$ cat src/rtl/instr_fetch_if.sv
// Instruction stream from instr_fetch to instr_decoder (valid/ready handshake).
interface instr_fetch_if #(
  parameter int unsigned INSTR_WIDTH = 32,
  parameter int unsigned ADDR_W      = 6
);
  logic [INSTR_WIDTH-1:0] out_instr;
  logic [ADDR_W-1:0]      out_pc;
  logic                   out_valid;
  logic                   out_ready;

  modport master (output out_instr, output out_pc, output out_valid, input out_ready);
  modport slave  (input out_instr, input out_pc, input out_valid, output out_ready);
endinterface

$ cat src/rtl/instr_fetch.sv
// Per-sample instruction sequencer: streams RAM words 0..len-1 to the decoder
// on each sample tick through a 2-entry skid buffer; accepts program writes when idle.
module instr_fetch #(
  parameter int unsigned N_INSTRS    = 64,
  parameter int unsigned INSTR_WIDTH = 32,
  localparam int unsigned ADDR_W     = $clog2(N_INSTRS),
  localparam int unsigned LEN_W      = ADDR_W + 1
) (
  input  logic                   clk,
  input  logic                   reset,
  input  logic                   sample_tick,
  input  logic [LEN_W-1:0]       n_instr,
  input  logic                   instr_wr_en,
  input  logic [ADDR_W-1:0]      instr_wr_addr,
  input  logic [INSTR_WIDTH-1:0] instr_wr_data,
  instr_fetch_if.master          dec,
  output logic                   busy,
  output logic                   done,
  output logic                   overrun,
  output logic                   wr_err
);

  typedef enum logic [1:0] {IDLE, FETCH, DRAIN} state_t;

  logic [INSTR_WIDTH-1:0] mem [N_INSTRS];

  state_t                 state, state_n;
  logic [LEN_W-1:0]       len, len_n, n_clamped;
  logic [ADDR_W-1:0]      pc, pc_n;
  logic                   busy_n, done_n, overrun_n, wr_err_n;
  logic                   issue, ram_we, pop, drained;
  logic [1:0]             held;
  logic [INSTR_WIDTH-1:0] rd_word;

  logic                   skid_valid;
  logic [INSTR_WIDTH-1:0] skid_instr;
  logic [ADDR_W-1:0]      skid_pc;

  assign pop       = dec.out_valid & dec.out_ready;
  assign held      = 2'(dec.out_valid) + 2'(skid_valid);
  assign n_clamped = (n_instr > LEN_W'(N_INSTRS)) ? LEN_W'(N_INSTRS) : n_instr;
  // Both entries empty once this cycle's handshake (if any) completes.
  assign drained   = (held == 2'd0) || ((held == 2'd1) && pop);
  assign rd_word   = mem[pc];

  // Next-state, read issue and flag pulses.
  always_comb begin
    state_n   = state;
    len_n     = len;
    pc_n      = pc;
    busy_n    = busy;
    done_n    = 1'b0;
    overrun_n = 1'b0;
    wr_err_n  = 1'b0;
    issue     = 1'b0;
    ram_we    = 1'b0;
    case (state)
      IDLE: begin
        if (sample_tick) begin
          if (n_clamped != '0) begin
            state_n = FETCH;
            len_n   = n_clamped;
            pc_n    = '0;
            busy_n  = 1'b1;
          end else begin
            done_n = 1'b1;
          end
        end
        // A write racing a program start loses: busy begins on that edge.
        if (instr_wr_en) begin
          if (sample_tick && (n_clamped != '0)) wr_err_n = 1'b1;
          else                                  ram_we   = 1'b1;
        end
      end
      FETCH: begin
        overrun_n = sample_tick;
        wr_err_n  = instr_wr_en;
        if (held < 2'd2) begin
          issue = 1'b1;
          if (LEN_W'(pc) == (len - LEN_W'(1))) state_n = DRAIN;
          else                                 pc_n    = pc + ADDR_W'(1);
        end
      end
      DRAIN: begin
        overrun_n = sample_tick;
        wr_err_n  = instr_wr_en;
        if (drained) begin
          state_n = IDLE;
          busy_n  = 1'b0;
          done_n  = 1'b1;
        end
      end
      default: state_n = IDLE;
    endcase
  end

  // Control state register.
  always_ff @(posedge clk) begin
    if (reset) begin
      state   <= IDLE;
      len     <= '0;
      pc      <= '0;
      busy    <= 1'b0;
      done    <= 1'b0;
      overrun <= 1'b0;
      wr_err  <= 1'b0;
    end else begin
      state   <= state_n;
      len     <= len_n;
      pc      <= pc_n;
      busy    <= busy_n;
      done    <= done_n;
      overrun <= overrun_n;
      wr_err  <= wr_err_n;
    end
  end

  // Program RAM write port; contents survive reset.
  always_ff @(posedge clk) begin
    if (ram_we && !reset) mem[instr_wr_addr] <= instr_wr_data;
  end

  // Output register plus skid entry; the read result lands directly in a free slot.
  always_ff @(posedge clk) begin
    if (reset) begin
      dec.out_valid <= 1'b0;
      dec.out_instr <= '0;
      dec.out_pc    <= '0;
      skid_valid    <= 1'b0;
      skid_instr    <= '0;
      skid_pc       <= '0;
    end else if (pop) begin
      if (skid_valid) begin
        dec.out_instr <= skid_instr;
        dec.out_pc    <= skid_pc;
        skid_valid    <= 1'b0;
      end else if (issue) begin
        dec.out_instr <= rd_word;
        dec.out_pc    <= pc;
      end else begin
        dec.out_valid <= 1'b0;
      end
    end else if (issue) begin
      if (dec.out_valid) begin
        skid_instr <= rd_word;
        skid_pc    <= pc;
        skid_valid <= 1'b1;
      end else begin
        dec.out_instr <= rd_word;
        dec.out_pc    <= pc;
        dec.out_valid <= 1'b1;
      end
    end
  end

endmodule

$ cat src/flat_wrapper.sv
// flat-port wrapper written by rule: the top's interface ports become plain ports
module instr_fetch_flat 
#(
  parameter int unsigned N_INSTRS    = 64,
  parameter int unsigned INSTR_WIDTH = 32,
  localparam int unsigned ADDR_W     = $clog2(N_INSTRS),
  localparam int unsigned LEN_W      = ADDR_W + 1
)
  (clk, reset, sample_tick, n_instr, instr_wr_en, instr_wr_addr, instr_wr_data, busy, done, overrun, wr_err, dec_out_instr, dec_out_pc, dec_out_valid, dec_out_ready);
  instr_fetch_if #(.INSTR_WIDTH(INSTR_WIDTH), .ADDR_W(6)) dec_i ();
  input  logic clk;
  input  logic reset;
  input  logic sample_tick;
  input  logic [LEN_W-1:0] n_instr;
  input  logic instr_wr_en;
  input  logic [ADDR_W-1:0] instr_wr_addr;
  input  logic [INSTR_WIDTH-1:0] instr_wr_data;
  output logic busy;
  output logic done;
  output logic overrun;
  output logic wr_err;
  output wire logic [$bits(dec_i.out_instr)-1:0] dec_out_instr;
  output wire logic [$bits(dec_i.out_pc)-1:0] dec_out_pc;
  output wire logic [$bits(dec_i.out_valid)-1:0] dec_out_valid;
  input wire logic [$bits(dec_i.out_ready)-1:0] dec_out_ready;
  assign dec_out_instr = dec_i.out_instr;
  assign dec_out_pc = dec_i.out_pc;
  assign dec_out_valid = dec_i.out_valid;
  assign dec_i.out_ready = dec_out_ready;
  instr_fetch #(.N_INSTRS(N_INSTRS), .INSTR_WIDTH(INSTR_WIDTH)) u_core (.clk(clk), .reset(reset), .sample_tick(sample_tick), .n_instr(n_instr), .instr_wr_en(instr_wr_en), .instr_wr_addr(instr_wr_addr), .instr_wr_data(instr_wr_data), .dec(dec_i), .busy(busy), .done(done), .overrun(overrun), .wr_err(wr_err));
endmodule
$ cat config.mk
export PLATFORM = sky130hd
export DESIGN_NAME = instr_fetch_flat
export DESIGN_NICKNAME = d
export VERILOG_FILES = /design/src/rtl/instr_fetch_if.sv /design/src/rtl/instr_fetch.sv /design/src/flat_wrapper.sv
export SDC_FILE = /design/constraint.sdc
export NUM_CORES = 2
export LEC_CHECK = 0
export CORE_MARGIN = 10
export CORE_UTILIZATION = 45
export DETAILED_ROUTE_END_ITERATION = 8
export PLACE_DENSITY = 0.64
export REMOVE_ABC_BUFFERS = 1
export SKIP_CTS_REPAIR_TIMING = 1
export SYNTH_ARGS = -nofsm -noshare
export SYNTH_HDL_FRONTEND = slang
export SYNTH_SLANG_ARGS = --single-unit
export TNS_END_PERCENT = 5
$ cat constraint.sdc
create_clock -name clk -period 6.3 [get_ports clk]
set_input_delay 1.575 -clock clk [delete_from_list [all_inputs] [get_ports clk]]
set_output_delay 1.575 -clock clk [all_outputs]
set_load 0.02 [all_outputs]
==> impl_metrics.py <==
metrics = {
    "placement": {
        "port_buffers": 92,
        "gp_congestion": 0.887,
        "place_inst": 6170,
        "dpl.hpwl_um": 124000,
    },
    "detailed_routing": {
        "vias_per_cell": 6.14,
        "wl_um": 209000,
        "ant_nets": 0,
        "vias": 40200,
        "wl_per_cell_um": 31.9,
        "drc_errors": 0,
        "firstDrtPassIters": 6,
        "drt-initial-drc-count": 5354,
    },
    "sta": {
        "fmax_mhz": 212,
        "whs_ns": 0.458,
        "hold_viol": 0,
        "skew_ns": 0.0355,
        "maxSlewHeadroom_pct": 24.6,
        "tns_ns": 0,
        "drv_slew": 0,
        "period_minus_slack_ns": 4.72,
        "min_period_over_period_pct": 74.9,
        "setup_violations": 0,
        "tightest_slew_ns": 1.13,
        "rsz0062_at_grt": "false",
    },
    "global_route": {
        "antenna_found_initial": 19,
        "grt_pass1_vias": 39400,
        "overflow": 0,
        "grt_max_degree": 77,
        "grt_pass1_wl_um": 298000,
        "grt_usage_pct": 20.9,
    },
    "yosys": {
        "ys_top_cells_by_area": "edfxtp_1, mux4_2, dfxtp_1, a22oi_1, a21oi_1",
        "muxShareOfSynthArea_pct": 14.2,
        "ys_seq_area_share_pct": 78.1,
        "netlist_area_um2": 81400,
        "ys.flop_type": "edfxtp_1",
        "synth_compound_area_share_pct": 4.20,
        "synth_top_family_by_area": "multiplexers",
        "synth-simple-area-share_pct": 1.94,
        "avgSynthCellArea_um2": 21.5,
        "ys_types": 52,
        "yosys_warnings": 0,
        "yosysTopAreaCell": "edfxtp_1",
        "synthAdderAreaFrac_pct": 0.154,
        "synth_xor_area_share_pct": 0.0815,
        "synth-seq-cells": 2151,
        "synth_top_area_share_pct": 75.6,
        "synthArstFlopShare_pct": 0,
        "synth_edf_count": 2048,
        "synth_cells": 3779,
    },
    "floorplan": {
        "initial_utilization_pct": 45.1,
        "coreArea_um2": 180000,
        "ios": 93,
        "rows": 156,
        "fp.dieW_um": 445,
        "die_area_um2": 198000,
        "fp.dieH_um": 445,
    },
    "layout": {
        "final_cell_mix": "edfxtp_1, mux4_2, a22oi_1, clkbuf_16, a21oi_1",
        "fin_nets": 4070,
        "final_common_cell": "edfxtp_1",
        "finalNonFillerCells": 6558,
        "nFillCells": 14000,
        "area_growth_syn_to_layout_pct": 14.1,
        "drive_gt1_share_pct": 25.6,
        "seqCellArea_um2": 63600,
        "multiInputGateArea_um2": 17300,
    },
    "worst_setup_path": {
        "cp_data_arrival_time_ns": 5.19,
        "setup.worst_path.class": "input pin to flip-flop",
        "crit_family": "simple AND/OR/NAND/NOR gates",
        "startpoint_type": "input pin",
        "slowest_stage": "or3b_1",
        "crit_chain": "clkdlybuf4s50_1, or4_1, nor4_2, o21a_1, nand4_1, or3b_1, buf_4, nor2_4, buf_4",
        "slowest_delay_ns": 0.70,
        "required_ns": 6.77,
        "path_buf_inv": 3,
        "cp-end-kind": "flip-flop",
        "worst-path-max-fanout": 32,
        "cpMostUsedCell": "buf_4",
    },
    "clock_network": {
        "numCtsBuffers": 208,
        "cts-root-buf": "clkbuf_16",
        "clk_latency_ns": 0.86,
        "clk_pin_slew_ns": 0.06,
        "clock-sinks": 2151,
        "cts_tree": "done",
        "htree_levels": 4,
        "ctsLongestPathBuffers": 3,
    },
    "hold_path": {
        "hold_class": "flip-flop to flip-flop",
    },
    "outcome": {
        "status": "finished, final reports clean",
    },
    "pwr": {
        "p_leak_nw": 27.9,
        "power.density_nw_per_um2": 332,
        "ir_drop_v": 0.000372,
        "power_mw": 30.8,
    },
    "flow_run": {
        "maxCapViolCount": 0,
    },
}
-- sequential cells by signal (all words and copies together) (netlist names), 2 cells and up, named ones only --
name / flops
u_core.dec.out_instr: 32
u_core.mem: 2048
u_core.skid_instr: 32
u_core.pc: 6
u_core.state: 2
u_core.skid_pc: 6
u_core.dec.out_pc: 6
u_core.len: 7
-- Yosys cell counts, types with 25 or more instances --
master and instances:
a21oi_1 163, a22oi_1 257, a31oi_1 33, buf_1 25, buf_2 45, clkbuf_1 142
dfxtp_1 103, edfxtp_1 2048, mux4_2 512, nand2_1 121, nor2_1 86, o21ai_0 41
-- per-stage QoR --
stage               util, %  instance area (µm²)  setup slack [ns]
finish                 51.5                92900              1.58
global route           51.5                92800              1.52
CTS                    51.5                92800              1.69
detailed placement     47.8                86200             0.798
global placement       47.8                86200             0.848
floorplan                 -                80300            -16.56
-- worst min-delay path, stage by stage, from the launching register on --
cell and delay (ns):
dfxtp_1 0.31, nand2_1 0.05, a21oi_1 0.05
-- worst paths after layout --
kind / slack [ns] / cells after the start / end / start
max reg2reg: 2.41 / 7 / u_core.dec.out_instr[19] / flip-flop
min: 0.46 / 2 / u_core.skid_instr[0] / u_core.skid_instr[0]
max: 1.58 / 9 / u_core.mem[3][27] / n_instr[3]
min reg2reg: 0.46 / 2 / u_core.skid_instr[0] / u_core.skid_instr[0]
-- final cells by class --
class,count,area share (%)
flip-flops and latches,2151,68.5
repair buffers,251,2.53
multi-input cells,1387,18.6
diodes,7,0.0189
inverters,11,0.0445
well taps,2370,3.19
clock buffers,257,5.83
clock inverters,124,1.31
-- cell families after synthesis --
| logic type | Yosys count |
|---|---|
| compound gates | 531 |
| simple gates | 325 |
| mux | 515 |
| fa+ha+maj | 10 |
| flops | 2151 |
| xor+xnor | 6 |
| buf+inv | 241 |
-- layer usage --
metal	share of wire [%]	track usage (%)	vias up
met5	0.026	0	-
met4	3.5	7.43	8
li1	-	-	16500
met1	40	29.9	21400
met3	9.2	4.11	325
met2	47	32.0	2064
-- where the power goes --
part	switching [mW]	leakage, nW	internal [mW]
combinational	1.54	5.45	1.17
clock	5.29	3.22	6.85
sequential	0.186	19.2	15.8
Power figures use the tool's default switching activity.
